**config.mk**
```make
export PLATFORM = sky130hd
export DESIGN_NAME = stopwatch_ctrl
export DESIGN_NICKNAME = d
export VERILOG_FILES = /design/src/rtl/stopwatch_pkg.sv /design/src/rtl/tick_prescaler.sv /design/src/rtl/stopwatch_ctrl.sv
export SDC_FILE = /design/constraint.sdc
export NUM_CORES = 1
export LEC_CHECK = 0
export ABC_AREA = 0
export CAP_MARGIN = 20
export CORE_ASPECT_RATIO = 0.6
export CORE_MARGIN = 4
export CORE_UTILIZATION = 48
export CTS_CLUSTER_DIAMETER = 50
export DETAILED_ROUTE_END_ITERATION = 6
export GPL_ROUTABILITY_DRIVEN = 0
export PLACE_DENSITY = 0.84
export SYNTH_ARGS = -nofsm -noshare
export SYNTH_HDL_FRONTEND = slang
export SYNTH_SLANG_ARGS = --single-unit
```
**constraint.sdc**
```tcl
create_clock -name clk -period 2.1 [get_ports clk]
set_input_delay 0.42 -clock clk [delete_from_list [all_inputs] [get_ports clk]]
set_output_delay 0.42 -clock clk [all_outputs]
set_load 0.005 [all_outputs]
```
**src/rtl/stopwatch_pkg.sv**
```systemverilog
// Shared definitions for the stopwatch controller: state encoding, default tick
// period and the largest 8-digit BCD value the external counter can hold.
package stopwatch_pkg;

    typedef enum logic [1:0] {
        ST_IDLE  = 2'd0,
        ST_RUN   = 2'd1,
        ST_LAP   = 2'd2,
        ST_PAUSE = 2'd3
    } sw_state_e;

    localparam int unsigned TICK_CYCLES_DEFAULT = 500000;
    localparam logic [31:0] BCD_MAX = 32'h9999_9999;

endpackage

```
**src/rtl/tick_prescaler.sv**
```systemverilog
// Free-running divider producing a one-cycle tick every TICK_CYCLES counted cycles.
// Priority is clear > hold > run; hold keeps the phase so a pause loses no time.
module tick_prescaler
    import stopwatch_pkg::*;
#(
    parameter int unsigned TICK_CYCLES = TICK_CYCLES_DEFAULT
) (
    input  logic clk,
    input  logic reset,
    input  logic run,
    input  logic hold,
    input  logic clear,
    output logic tick
);

    localparam logic [31:0] LAST = 32'(TICK_CYCLES - 1);

    logic [31:0] cnt_reg;
    logic [31:0] cnt_next;
    logic        at_last;

    always_comb begin
        at_last  = (cnt_reg == LAST);
        tick     = run && !hold && !clear && at_last;
        cnt_next = cnt_reg;
        if (clear) begin
            cnt_next = '0;
        end else if (!hold && run) begin
            cnt_next = at_last ? '0 : cnt_reg + 32'd1;
        end
    end

    always_ff @(posedge clk) begin
        if (reset) begin
            cnt_reg <= '0;
        end else begin
            cnt_reg <= cnt_next;
        end
    end

endmodule

```
**src/rtl/stopwatch_ctrl.sv**
```systemverilog
// Stopwatch control FSM: drives an external BCD counter through count_en/count_clr,
// freezes the display on lap, and parks in PAUSE with a sticky flag on overflow.
module stopwatch_ctrl
    import stopwatch_pkg::*;
#(
    parameter int unsigned TICK_CYCLES = TICK_CYCLES_DEFAULT
) (
    input  logic        clk,
    input  logic        reset,
    input  logic        start_stop,
    input  logic        lap_clr,
    input  logic [31:0] count_value,
    output logic        count_en,
    output logic        count_clr,
    output logic [31:0] disp_value,
    output logic        running,
    output logic        lap_active,
    output logic        ovf,
    output logic [1:0]  state_o
);

    sw_state_e   state_reg, state_next;
    logic [31:0] lap_reg, lap_next;
    logic        ovf_reg, ovf_next;
    logic        count_en_reg, count_en_next;
    logic        count_clr_reg, count_clr_next;

    logic is_running;
    logic at_max;
    logic tick;
    logic pre_hold;

    assign is_running = (state_reg == ST_RUN) || (state_reg == ST_LAP);
    assign at_max     = (count_value == BCD_MAX);
    // The press cycle itself does not advance the prescaler, so resume picks up
    // exactly where the press happened.
    assign pre_hold   = (state_reg == ST_PAUSE) || (is_running && start_stop);

    tick_prescaler #(
        .TICK_CYCLES (TICK_CYCLES)
    ) u_prescaler (
        .clk   (clk),
        .reset (reset),
        .run   (is_running),
        .hold  (pre_hold),
        .clear (state_reg == ST_IDLE),
        .tick  (tick)
    );

    always_comb begin
        state_next     = state_reg;
        lap_next       = lap_reg;
        ovf_next       = ovf_reg;
        count_en_next  = tick && !at_max;
        count_clr_next = 1'b0;
        case (state_reg)
            ST_IDLE: begin
                if (start_stop) state_next = ST_RUN;
            end
            ST_RUN: begin
                if (tick && at_max) begin
                    ovf_next   = 1'b1;
                    state_next = ST_PAUSE;
                end else if (start_stop) begin
                    state_next = ST_PAUSE;
                end else if (lap_clr) begin
                    lap_next   = count_value;
                    state_next = ST_LAP;
                end
            end
            ST_LAP: begin
                if (tick && at_max) begin
                    ovf_next   = 1'b1;
                    state_next = ST_PAUSE;
                end else if (start_stop) begin
                    state_next = ST_PAUSE;
                end else if (lap_clr) begin
                    state_next = ST_RUN;
                end
            end
            ST_PAUSE: begin
                if (start_stop) begin
                    state_next = ST_RUN;
                end else if (lap_clr) begin
                    state_next     = ST_IDLE;
                    count_clr_next = 1'b1;
                    ovf_next       = 1'b0;
                    lap_next       = '0;
                end
            end
            default: state_next = ST_IDLE;
        endcase
    end

    always_ff @(posedge clk) begin
        if (reset) begin
            state_reg     <= ST_IDLE;
            lap_reg       <= '0;
            ovf_reg       <= 1'b0;
            count_en_reg  <= 1'b0;
            count_clr_reg <= 1'b0;
        end else begin
            state_reg     <= state_next;
            lap_reg       <= lap_next;
            ovf_reg       <= ovf_next;
            count_en_reg  <= count_en_next;
            count_clr_reg <= count_clr_next;
        end
    end

    assign count_en   = count_en_reg;
    assign count_clr  = count_clr_reg;
    assign ovf        = ovf_reg;
    assign running    = is_running;
    assign lap_active = (state_reg == ST_LAP);
    assign state_o    = state_reg;
    assign disp_value = (state_reg == ST_LAP) ? lap_reg : count_value;

endmodule

```
==> flow_summary.ini, run 1 <==
[power]
switching_share_pct = 26.5
switching_power_mw = 0.984
p_leak_nw = 2.44
p_per_area_mw_per_mm2 = 561
power.internal_mw = 2.73
power.total_mw = 3.71
combPwrFrac_pct = 19.4
seqPwrFrac_pct = 36.7
p_clk_share_pct = 43.9
ir_worst_vdd_mv = 0.449

[clock_tree]
postCtsHoldBufs = 0
cts.sinks = 69
h-tree-depth = 3
numCtsBuffers = 9
clk_pin_slew_worst_paths_ns = 0.07
root_buffer = clkbuf_16
cts_tree = yes
cts_buffer_depth = 2
clk_latency_ns = 0.35

[route]
antenna_violating_nets_post_route = 0
route.detailed.drc = 0
vias = 5220
drt-pass1-iter-count = 5
wl_mm = 19.3
viasPerCell = 7.03
wl_per_cell_um = 26.0
drtIter0Drc = 809

[place]
dpl.hpwl_mm = 8.59
placed_area_mm2 = 0.00537
place.port_buffers = 74

[finish]
drive_gt1_share_pct = 37.8
mostFrequentLayoutCell = buf_4
num_antenna_cells = 0
postLayoutCellArea_mm2 = 0.00662
multi_input_area_mm2 = 0.00284
final_util_pct = 82.7
layout_common_cells = 68 x buf_4, 67 x dfxtp_1, 45 x nand2_1, 42 x nand4_1, 39 x nor2_1
area_delta_synth_final_pct = 64.7
nFillCells = 406
regArea_mm2 = 0.00139
nets = 672

[synth]
netlist.area_leader.share_pct = 34.4
synth.area.top_cells = dfxtp_1 34%, mux2_2 9.0%, nand4_1 6.5%
synth.distinct_cells = 40
ys.flop_type = dfxtp_1
synth_nets = 520
synth-edff-count = 0
synth_area_mm2 = 0.00402
synth_top_cell_by_area = dfxtp_1
synth_cells = 479
ys_async_sr_fraction_pct = 0
yosysWarnings = 0
ys_seq_area_share_pct = 34.4
synth_seq_cells = 69
avgSynthCellArea_um2 = 8.39

[floorplanning]
die_area_mm2 = 0.00995
std_cell_rows = 25
core_area_mm2 = 0.00801
initial_core_util_pct = 50.2
io_pins = 75
fp.dieW_um = 126
dieHeight_um = 78.9

[timing]
grt_setup_unrepaired = true
relSlewSlack_pct = 63.7
fmax_mhz = 421
hold_viol_final = 0
finalClockSkew_ns = 0.0111
worst_slack_ns = -0.274
slew_viol_final = 0
worst_slew_pin_slew_ns = 0.538
min_period_ns = 2.37
fin_crit_sh_pct = 113
setup-violations-final = 93

[critical_path]
critical_path_class = reg -> reg
cp_data_required_time_ns = 2.37
crit_chain = nor4b_1 -> nand4b_1 -> nor4_4 -> buf_6 -> buf_12 -> nand4_1 -> a31oi_1
max_stage_delay_ns = 0.54
cp.depth = 7
endpoint_kind = flip-flop
crit_family = simple AND/OR/NAND/NOR gates
worstSetupStartpointType = flip-flop
slowest_stage = nor4b_1
ff2ff_setup_slack_ns = -0.27
r2r-start = u_prescaler.cnt_reg[10]
r2r_end = lap_reg[31]
critical_path_buf_inv_count = 2
cp.arrival_ns = 2.64
path_max_fanout = 7
worst_r2r_path_depth = 7

[run]
cap_violations = 0

[hold_path]
worstHoldPathCells = 2
min_from = lap_reg[26]
min_path_type = reg -> reg
worstHoldEndpoint = lap_reg[26]

[global_routing]
first_global_vias = 4589
grt_pass1_wl_mm = 23.5
grt_max_degree = 37
overflow = 0
track_usage_pct = 29.2
antenna_found_initial = 0

[outcome]
outcome = complete, but fails checks
violations = negative setup slack
[power by group through the flow]
stage	clock network (mW)	logic, mW	registers (mW)
3_3_place_gp	0	0.522	1.38
2_1_floorplan	0	0.232	1.38
6_report	1.63	0.722	1.36
5_1_grt	1.68	0.738	1.36
4_1_cts	1.59	0.561	1.36
3_5_place_dp	0	0.540	1.38
[synthesized netlist by cell type (4+ instances only)]
library cell and count:
ha_1 5, nand3b_1 32, nand2_1 46, buf_2 9, nor2_1 42, nor3_1 11, a31oi_1 32, inv_1 9
nor4_1 10, nor4bb_1 8, dfxtp_1 69, xnor2_1 26, mux2_2 32, o21ai_0 4, nand3_1 7, a21oi_1 6
a31o_2 16, clkbuf_1 32, and3_1 5, nand4_1 42, or3_1 5
[cell families after synthesis]
family	after synthesis	synth area share (%)
buffers and inverters	50	4.95
XOR/XNOR	29	6.32
AND/OR/NAND/NOR	226	32.2
flip-flops	69	34.4
adder cells (fa/ha/maj)	5	1.56
AO/OA/AOI/OAI	66	11.2
multiplexers	34	9.46
[through the flow]
stage	setup TNS, ns	worst slack, ns	hold WS [ns]	instances
2_1_floorplan	0	0.0140	0.456	479
3_3_place_gp	-16.08	-0.360	0.466	686
3_5_place_dp	-18.20	-0.408	0.481	686
4_1_cts	-0.718	-0.134	0.488	722
5_1_grt	-19.05	-0.358	0.526	743
6_report	-15.16	-0.274	0.508	743
[final cells by class]
class / count / share of cell area, %
inverter: 9 / 0.586
sequential: 69 / 21.0
tap: 108 / 2.04
clock inverter: 3 / 0.643
timing repair buffer: 182 / 28.8
clock buffer: 12 / 4.04
multi-input combinational: 360 / 42.9
[worst max path at each step]
stage | end | slack [ns] | start
after floorplan | u_prescaler.cnt_reg[31] | 0.01 | state_o[1]
after global placement | lap_reg[12] | -0.36 | count_value[31]
after detailed placement | lap_reg[31] | -0.41 | count_value[31]
after CTS | disp_value[26] | -0.13 | state_o[0]
after global routing | lap_reg[31] | -0.36 | u_prescaler.cnt_reg[10]
final | lap_reg[31] | -0.27 | u_prescaler.cnt_reg[10]
[metal layers]
metal | wire (um) | GRT usage (%) | share of wire [%] | vias up
met1 | 6900 | 36.9 | 36 | 2455
met5 | 0 | 0 | 0 | -
met2 | 8620 | 47.9 | 45 | 526
met4 | 1490 | 11.8 | 7.7 | 0
met3 | 2310 | 7.39 | 12 | 171
li1 | - | - | - | 2068
[what timing repair did]
action	in CTS	in global routing
endpoints found under the setup margin	58	94
resized for setup	154	81
cloned	6	10
pin swaps	10	51
hold endpoints to repair	0	0
setup buffers	17	12
[tightest hold or removal path, stage by stage (launching register included)]
cell and delay, ns:
dfxtp_1 0.32, nand2_1 0.06, a31oi_1 0.07
(Power assumes the default switching activity.)
==> run 2: changes to the inputs <==
CORE_UTILIZATION = 50   (was 48)
PLACE_DENSITY = 0.85   (was 0.84)
SYNTH_HIERARCHICAL = 1   (was unset)
clock period = 2.2 ns   (was 2.1 ns; I/O delays follow)
==> run 2 against run 1 <==
  * The flow finishes with violations (design-rule violations, negative setup slack)
  * Die area fell by 9.2%
  * Synthesized cell count is 10% lower
  * Cell area fell by 2.1%
  * Combinational power is 120% higher
  * Final cell count down 0.54%
  * Via count up 6.5%
  * First-iteration DRC count rose by 41%
==> flow_summary.ini, run 2 <==
[synth]
muxShareOfSynthArea_pct = 10.1
synthTopCellsByCount = 69 x dfxtp_1, 53 x a21oi_1, 38 x o21ai_0, 33 x mux2_2, 25 x nand3_1
synth_top_cell_by_area = dfxtp_1
synth-edff-count = 0
ys.flop_type = dfxtp_1
synth_seq_cells = 69
synth_cells = 430
synth_nets = 471
ys_seq_area_share_pct = 36.6
yosysWarnings = 6
ys_async_sr_fraction_pct = 0
synth_top_family_by_area = simple AND/OR/NAND/NOR gates
synth_xor_area_share_pct = 3.02
avgSynthCellArea_um2 = 8.77
synth.distinct_cells = 44
synth.area.top_cells = dfxtp_1 37%, mux2_2 9.9%, a21oi_1 7.0%
yosys.area_share.adder_pct = 1.66
yosysMostFrequentCell = dfxtp_1
synth_area_mm2 = 0.00377
yosys.area_share.simple_pct = 27.0
netlist.area_leader.share_pct = 36.6
synth_compound_area_share_pct = 16.2

[timing]
slew_viol_final = 0
hold_viol_final = 0
finalClockSkew_ns = 0.0110
fmax_mhz = 329
grt_setup_unrepaired = true
setup-violations-final = 101
whs_ns = 0.468
min_period_ns = 3.04
worst_slack_ns = -0.837
worst_slew_pin_slew_ns = 0.538
fin_crit_sh_pct = 138
relSlewSlack_pct = 64.1

[route]
wl_per_cell_um = 29.5
wl_mm = 21.8
drtIter0Drc = 1141
vias = 5561
route.detailed.drc = 8
drt-pass1-iter-count = 7
viasPerCell = 7.53
antenna_violating_nets_post_route = 0

[clock_tree]
clk_latency_ns = 0.35
cts.sinks = 69
clk_pin_slew_worst_paths_ns = 0.07
root_buffer = clkbuf_16
cts_buffer_depth = 2
numCtsBuffers = 9
cts_tree = yes
h-tree-depth = 3

[critical_path]
worstSetupStartpointType = flip-flop
crit_family = simple AND/OR/NAND/NOR gates
endpoint_kind = flip-flop
crit_chain = inv_4 -> ha_4 -> nand2_2 -> nand2_2 -> and4b_2 -> nand3_2 -> or4_4 -> nor2_4 -> nand2_2 -> nor3_4 -> buf_6 -> buf_12 -> o21ai_2 -> a21oi_1
critical_path_class = reg -> reg
slowest_stage = or4_4
max_stage_delay_ns = 0.52
path_max_fanout = 6
crit_top_cell = nand2_2
cp_data_required_time_ns = 2.46
cp.arrival_ns = 3.30
critical_path_buf_inv_count = 3

[finish]
area_delta_synth_final_pct = 72.0
num_antenna_cells = 0
drive_gt1_share_pct = 47.4
layout_common_cells = 106 x buf_4, 67 x dfxtp_1, 41 x clkdlybuf4s50_1, 40 x buf_6, 39 x a21oi_1
nets = 671
mostFrequentLayoutCell = buf_4
multi_input_area_mm2 = 0.00252
nFillCells = 280
regArea_mm2 = 0.00139

[global_routing]
antenna_found_initial = 0
overflow = 0
first_global_vias = 5300
grt_max_degree = 38
track_usage_pct = 43.7
grt_pass1_wl_mm = 29.8

[place]
place.port_buffers = 74
dpl.hpwl_mm = 8.61

[run]
cap_violations = 0

[floorplanning]
std_cell_rows = 24
die_area_mm2 = 0.00904
fp.dieW_um = 120
dieHeight_um = 75.3
core_area_mm2 = 0.00730
initial_core_util_pct = 51.7
io_pins = 75

[hold_path]
min_path_type = reg -> reg

[outcome]
outcome = complete, but fails checks
violations = design-rule violations, negative setup slack

[power]
ir_worst_vdd_mv = 1.00
p_per_area_mw_per_mm2 = 689
power.total_mw = 4.46
p_leak_nw = 2.51
[run 2: cell types whose count changed in the layout (fill, tap and decap cells not counted), sizes merged, moves of 19 or more]
cell	change
nand4	-23
o21ai	+37
nand3b	-32
a31oi	-32
nand3	+19
a21oi	+47
nor2	-21
nand2	-28
xnor2	-25
buf	+42
[run 2: per-stage QoR]
| stage | setup TNS (ns) | cell area [um2] | setup slack (ns) | instances | util (%) |
|---|---|---|---|---|---|
| 5_1_grt | -57.87 | 6480 | -0.861 | 739 | 88.8 |
| 3_3_place_gp | -20.53 | 5300 | -0.565 | 675 | 72.7 |
| 2_1_floorplan | -21.72 | 3860 | -0.645 | 430 | - |
| 4_1_cts | -22.37 | 6410 | -0.356 | 736 | 87.9 |
| 3_5_place_dp | -24.66 | 5300 | -0.682 | 675 | 72.7 |
| 6_report | -55.42 | 6480 | -0.837 | 739 | 88.8 |
[run 2: layout make-up]
class	count	share of cell area, %
Tap cell	104	2.01
Timing Repair Buffer	223	32.6
Clock buffer	12	3.80
Clock inverter	4	0.733
Multi-Input combinational cell	319	38.9
Sequential cell	69	21.4
Inverter	8	0.540
[run 2: layer usage]
layer,global-route usage (%),routed length [um]
met4,30.5,2240
met1,49.3,7180
met2,71.3,8960
met5,0,0
met3,15.4,3400
[run 2: worst min-delay path, delay by kind of cell (launching register included)]
family,cells,cell delay (ns)
AO/OA/AOI/OAI,2,0.10
flip-flops,1,0.32
[run 2: path summary, 6_finish.rpt]
| kind | startpoint | to | slack, ns | cells after the start |
|---|---|---|---|---|
| setup / recovery | state_o[1] | lap_reg[28] | -0.84 | 14 |
| hold / removal | lap_reg[26] | lap_reg[26] | 0.47 | 2 |
| setup reg to reg | state_o[1] | lap_reg[28] | -0.84 | 14 |
| hold reg to reg | lap_reg[26] | lap_reg[26] | 0.47 | 2 |
[run 2: power by group]
| part | total [mW] | internal (mW) | switching, mW |
|---|---|---|---|
| Sequential | 1.35 | 1.30 | 0.0503 |
| Combinational | 1.60 | 0.833 | 0.770 |
| Clock | 1.51 | 0.907 | 0.600 |
| Total | 4.46 | 3.04 | 1.42 |
[run 2: cells by family after synthesis]
family / count (synthesis)
and+or+nand+nor: 155
AOI/OAI and AO/OA: 112
DFF: 69
buffers and inverters: 42
muxes: 34
xor gates and xnor gates: 13
adders and majority gates: 5
[run 2: repair_timing]
item / 4_1_cts / 5_1_grt
hold endpoints to repair: 0 / 0
setup buffers: 39 / 18
pin swaps: 37 / 36
resized for setup: 223 / 67
hold buffers: 0 / 0
gates cloned: 11 / 0
setup endpoints to repair: 78 / 101
==> patch 1 (config.mk and constraints of run 1) <==
The package constant `TICK_CYCLES_DEFAULT` goes from 500000 to 262144.
--- a/src/rtl/stopwatch_pkg.sv
+++ b/src/rtl/stopwatch_pkg.sv
@@ -9,7 +9,7 @@
         ST_PAUSE = 2'd3
     } sw_state_e;
 
-    localparam int unsigned TICK_CYCLES_DEFAULT = 500000;
+    localparam int unsigned TICK_CYCLES_DEFAULT = 262144;
     localparam logic [31:0] BCD_MAX = 32'h9999_9999;
 
 endpackage
Behaviour: no difference found for any inputs over 4 cycles, from zero or initial values and one cycle with reset high; that may be too few to reach the edited logic, so the function may still have changed.
==> patch 1 against run 1 <==
- the run still ends with negative setup slack left
- sequential cell count unchanged
- combinational power up 84%
- total power up 18%
- clock skew grew 0.0057 ns
- final area decreased by 4.4%
- setup slack lost 0.21 ns
- synthesized area fell by 7.6%
- clock power grew 3%
- wire length shrank 12%
- critical path type is now primary input to flip-flop
- largest cell class unchanged
==> patch 1: results (changes against run 1) <==
Outcome -> finished, violations left
Violated checks -> negative setup slack
Final WS setup -> -0.4834 ns (-0.2093 ns)
Beginning of the worst hold path -> lap_reg[8]$_SDFFE_PP0P_
Leading cell types by total area after synthesis -> dfxtp_1 (37%), mux2_2 (9.7%), nand2b_1 (5.9%), xnor2_1 (5.9%), o2bb2ai_1 (5.0%)
Synth Area in XOR/XNOR -> 7.311% (+0.99 points)
CP peak stage delay -> 0.52 ns (-0.02 ns)
Slew HR -> 62.33% (-1.3 points)
Wirelength per Cell -> 26.54 um (+2.0%)
First-pass GRT wire length -> 19,710 um (-16%)
Synth Area in Compound Gates -> 12.94% (+1.8 points)
Placement Setup Slack -> -0.4538 ns (-0.04535 ns)
Layout Skew -> 0.01677 ns (+0.005662 ns)
DRT Pass-1 Iters -> 6 (+1)
CP Launch Point -> count_value[1]
FILL cells -> 294 (-28%)
Largest net degree at the start of global routing -> 40 (+8.1%)
Reg-to-Reg Start -> u_prescaler.cnt_reg[23]$_SDFFE_PP0P_
Final setup vio count -> 100 (+7.5%)
Initial DRC Count -> 587 (-27%)
Synth cell types -> 48 (+20%)
Syn_nets -> 415 (-20%)
Worst EP arrival -> 2.82 ns (+0.18 ns)
Total global-route track usage -> 27.10% (-2.1 points)
Fin nets -> 572 (-15%)
Via count -> 4,119 (-21%)
Hold Path Sink -> lap_reg[8]$_SDFFE_PP0P_
Maximum VDD drop -> 0.3989 mV (-11%)
Vias in the first global route -> 3,739 (-19%)
Crit Path Max Fanout -> 6 (-1)
Synth top cells by count -> dfxtp_1 (69), nor2_1 (37), nand2b_1 (35)
Share of cells above drive strength 1 -> 50.19% (+12 points)
Cell Int Power -> 3107 uW (+14%)
Synth Area in Adders -> 1.685% (+0.13 points)
Seq/Total Area, Yosys -> 37.20% (+2.8 points)
## patch 1: worst reg2reg max path, stage by stage (launching register included)
cell and delay (ns):
dfxtp_1 0.41, nor4_1 0.57, nand4_1 0.43, nor3_4 0.39, buf_4 0.17, or3_4 0.20, clkbuf_16 0.21, nor2_1 0.09
## patch 1: power groups by stage
stage | Sequential [uW] | Clock [uW] | Combinational, uW
5_1_grt | 1390 | 1720 | 1360
2_1_floorplan | 1400 | 0 | 417
6_report | 1390 | 1680 | 1330
4_1_cts | 1380 | 1620 | 976
3_5_place_dp | 1410 | 0 | 857
3_3_place_gp | 1400 | 0 | 851
## patch 1: layout make-up
class	count	share of cell area [%]
Clock buffer	15	5.043
Clock inverter	1	0.1186
Inverter	12	0.7910
Multi-Input combinational cell	272	43.60
Sequential cell	69	21.95
Tap cell	104	2.057
Timing Repair Buffer	167	26.44
## patch 1: repair_timing
item                       4_1_cts  5_1_grt
resized for setup              127      140
gates cloned                     6        5
setup buffers                   14       10
setup endpoints to repair       97       94
pin swaps                        8       45
## patch 1: cell families after synthesis
kind of cell,after synthesis
and+or+nand+nor,154
DFF,69
AOI/OAI and AO/OA,49
buffers and inverters,33
muxes,33
xor gates and xnor gates,31
adders and majority gates,5
## patch 1: stage by stage
step                power [uW]  setup TNS (ns)  instance area (sq um)
floorplan                 1821               0                   3734
global placement          2254          -20.46                   4943
detailed placement        2263          -20.80                   4943
CTS                       3976          -3.164                   5645
global route              4471          -28.81                   6327
finish                    4387          -30.40                   6327
## patch 1: routing by layer
layer | vias up | global-route usage (%) | routed length, um
met4 | 0 | 11.86 | 1185
met2 | 341 | 45.84 | 7974
met3 | 115 | 8.234 | 1585
li1 | 1671 | - | -
met1 | 1992 | 31.57 | 6243
met5 | - | 0 | 0
==> patch 2 (settings of run 1) <==
Without the edit above. Register the inputs `start_stop`, `lap_clr` and `count_value` before use. The logic sees them one clock later.
--- a/src/rtl/stopwatch_ctrl.sv
+++ b/src/rtl/stopwatch_ctrl.sv
@@ -19,6 +19,16 @@
     output logic [1:0]  state_o
 );
 
+    logic start_stop_q;
+    logic lap_clr_q;
+    logic [31:0] count_value_q;
+
+    always_ff @(posedge clk) begin
+        start_stop_q  <= start_stop;
+        lap_clr_q     <= lap_clr;
+        count_value_q <= count_value;
+    end
+
     sw_state_e   state_reg, state_next;
     logic [31:0] lap_reg, lap_next;
     logic        ovf_reg, ovf_next;
@@ -31,10 +41,10 @@
     logic pre_hold;
 
     assign is_running = (state_reg == ST_RUN) || (state_reg == ST_LAP);
-    assign at_max     = (count_value == BCD_MAX);
+    assign at_max     = (count_value_q == BCD_MAX);
     // The press cycle itself does not advance the prescaler, so resume picks up
     // exactly where the press happened.
-    assign pre_hold   = (state_reg == ST_PAUSE) || (is_running && start_stop);
+    assign pre_hold   = (state_reg == ST_PAUSE) || (is_running && start_stop_q);
 
     tick_prescaler #(
         .TICK_CYCLES (TICK_CYCLES)
@@ -55,16 +65,16 @@
         count_clr_next = 1'b0;
         case (state_reg)
             ST_IDLE: begin
-                if (start_stop) state_next = ST_RUN;
+                if (start_stop_q) state_next = ST_RUN;
             end
             ST_RUN: begin
                 if (tick && at_max) begin
                     ovf_next   = 1'b1;
                     state_next = ST_PAUSE;
-                end else if (start_stop) begin
+                end else if (start_stop_q) begin
                     state_next = ST_PAUSE;
-                end else if (lap_clr) begin
-                    lap_next   = count_value;
+                end else if (lap_clr_q) begin
+                    lap_next   = count_value_q;
                     state_next = ST_LAP;
                 end
             end
@@ -72,16 +82,16 @@
                 if (tick && at_max) begin
                     ovf_next   = 1'b1;
                     state_next = ST_PAUSE;
-                end else if (start_stop) begin
+                end else if (start_stop_q) begin
                     state_next = ST_PAUSE;
-                end else if (lap_clr) begin
+                end else if (lap_clr_q) begin
                     state_next = ST_RUN;
                 end
             end
             ST_PAUSE: begin
-                if (start_stop) begin
+                if (start_stop_q) begin
                     state_next = ST_RUN;
-                end else if (lap_clr) begin
+                end else if (lap_clr_q) begin
                     state_next     = ST_IDLE;
                     count_clr_next = 1'b1;
                     ovf_next       = 1'b0;
@@ -114,7 +124,7 @@
     assign running    = is_running;
     assign lap_active = (state_reg == ST_LAP);
     assign state_o    = state_reg;
-    assign disp_value = (state_reg == ST_LAP) ? lap_reg : count_value;
+    assign disp_value = (state_reg == ST_LAP) ? lap_reg : count_value_q;
 
 endmodule
 
Check against the original RTL: not equivalent (a bounded check fails within 4 cycles, from zero or initial values and one cycle with reset high).
==> patch 2 against run 1 <==
- the flow still finishes with violations (negative setup slack)
- wire length down 26%
- synthesized area up 3.9%
- first-iteration DRC count down 60%
- final area about the same
- critical path depth up 4
- hold slack worse by 0.0096 ns
- sequential cell count up 34
- sequential share of layout area up 10 points
- setup slack worse by 0.058 ns
- global-route usage down 4.9 points
- critical endpoint is now lap_reg[14]$_SDFFE_PP0P_
- highest routed layer unchanged
Power is not compared: it rests on default switching activity, and its combinational part moved more than twofold at a synthesized area within 25%.
==> patch 2: results (changes against run 1) <==
Outcome -> finished, violations left
Violated checks -> negative setup slack
Placement Setup Slack -> -0.2661 ns (+0.1424 ns)
Maximum VDD drop -> 0.5786 mV
Seq/Total Area, Yosys -> 49.36% (+15 points)
Cell Int Power -> 4153 uW
Total global-route track usage -> 24.30% (-4.9 points)
Largest net degree at the start of global routing -> 29 (-22%)
FILL cells -> 449 (+11%)
Fin nets -> 580 (-14%)
Fin area -> 6625 sq um (about the same)
RR Endpoint -> lap_reg[14]$_SDFFE_PP0P_
Reg-to-Reg Start -> state_o[1]$_SDFFE_PP0P_
Final WS setup -> -0.3323 ns (-0.05827 ns)
Synth cell types -> 42 (+5.0%)
DRT Pass-1 Iters -> 5 (unchanged)
Root buffer selected by CTS -> clkbuf_16
Share of cells above drive strength 1 -> 47.24% (+9.4 points)
Initial antenna violation count -> 0 (unchanged)
Clk slew on worst S/H paths -> 0.07 ns (about the same)
Worst EP arrival -> 2.67 ns (+0.03 ns)
Layout Skew -> 0.01141 ns (+0.0003060 ns)
First-pass GRT wire length -> 19,330 um (-18%)
Hpwl dp -> 6958 um (-19%)
Crit Path Max Fanout -> 6 (-1)
Beginning of the worst hold path -> lap_clr
HP Class -> primary input to flip-flop
Worst hold path depth -> 1 (-1)
Worst-Margin Slew -> 0.6208 ns (+0.08318 ns)
Logic pwr share -> 37.1%
Syn_nets -> 435 (-16%)
H-tree depth -> 3 (unchanged)
Warnings from Yosys -> 0 (unchanged)
Final WL -> 14,330 um (-26%)
Setup tns final -> -19.11 ns (-3.951 ns)
P_leak -> 0.002539 uW
Hold Path Sink -> lap_clr_q$_DFF_P_
Post-Place Cell Area -> 5321 sq um (-0.93%)
Clk Latency, worst-skew pair -> 0.36 ns
Via count -> 3,761 (-28%)
Mean area per synthesized cell -> 10.60 sq um (+26%)
Reg2Reg Setup Slack -> -0.33 ns (-0.06 ns)
Vias in the first global route -> 3,691 (-20%)
Ys flop type -> dfxtp_1
Initial DRC Count -> 324 (-60%)
Via/cell ratio -> 5.733 (-18%)
Synth top cells by count -> dfxtp_1 (103), nor2_1 (77), mux2_2 (33)
Worst reg-to-reg path cell count -> 11 (+4)
Final setup vio count -> 98 (+5.4%)
Clock power share -> 27.1%
Placed insts -> 598 (-13%)
Leading cell types by total area after synthesis -> dfxtp_1 (49%), mux2_2 (8.9%), nor2_1 (6.9%), a22oi_2 (6.0%), xor2_1 (4.8%)
Hold slack final -> 0.4985 ns (-0.009621 ns)
## patch 2: cell types whose count changed after synthesis, sizes merged, moves of 20 or more
cell	before	now
a22oi	0	32
nor2	42	77
xor2	3	23
nand4	42	13
dfxtp	69	103
nand2	46	17
clkbuf	32	9
nand3b	32	1
a31oi	32	0
## patch 2: timing repair
| item | 4_1_cts | 5_1_grt |
|---|---|---|
| gates resized for setup | 164 | 127 |
| endpoints found under the setup margin | 99 | 100 |
| setup buffers | 21 | 17 |
| gates cloned | 9 | 4 |
| pin swaps | 11 | 36 |
## patch 2: cell type report
class	instances	share of cell area [%]
clock inverter	7	0.8499
tap	112	2.115
clock buffer	9	3.399
timing repair buffer	153	24.91
sequential	103	31.20
inverter	4	0.2644
multi-input combinational	268	37.26
## patch 2: kinds of logic (layout without fill, tap and decap cells)
kind of cell             after synthesis  after routing  synth area share (%)
AO/OA/AOI/OAI                         45             45                 10.72
buffers and inverters                 23            173                 3.414
AND/OR/NAND/NOR                      154            154                 19.59
XOR/XNOR                              30             30                 6.289
flip-flops                           103            103                 49.36
adder cells (fa/ha/maj)                5              5                 1.497
multiplexers                          34             34                 9.135
## patch 2: worst max-delay path, cell delays in order (launching register included)
cell and delay (ns):
dfxtp_4 0.37, buf_4 0.14, ha_4 0.15, or3b_4 0.40
or2_4 0.26, nor4_4 0.14, buf_4 0.18, buf_6 0.10
a21oi_4 0.10, buf_12 0.17, a22oi_2 0.22, nor2_1 0.07
## patch 2: metal layers
metal / global-route usage [%] / vias up / part of all wire (%) / routed length [um]
met1: 29.77 / 1891 / 41 / 5908
met5: 0 / - / 0 / 0
li1: - / 1667 / - / -
met2: 42.06 / 169 / 51 / 7285
met4: 6.568 / 0 / 2.1 / 294
met3: 6.910 / 34 / 5.8 / 837
## patch 2: worst max path at each step
stage / depth (start not counted) / to / slack (ns) / startpoint
4_1_cts: 10 / u_prescaler.cnt_reg[25]$_SDFFE_PP0P_ / -0.26 / state_o[1]$_SDFFE_PP0P_
2_1_floorplan: 10 / lap_reg[10]$_SDFFE_PP0P_ / -0.26 / state_o[1]$_SDFFE_PP0P_
6_report: 11 / lap_reg[14]$_SDFFE_PP0P_ / -0.33 / state_o[1]$_SDFFE_PP0P_
3_3_place_gp: 10 / lap_reg[0]$_SDFFE_PP0P_ / -0.15 / state_o[0]$_SDFFE_PP0P_
3_5_place_dp: 10 / lap_reg[22]$_SDFFE_PP0P_ / -0.27 / state_o[1]$_SDFFE_PP0P_
5_1_grt: 11 / lap_reg[9]$_SDFFE_PP0P_ / -0.36 / state_o[1]$_SDFFE_PP0P_
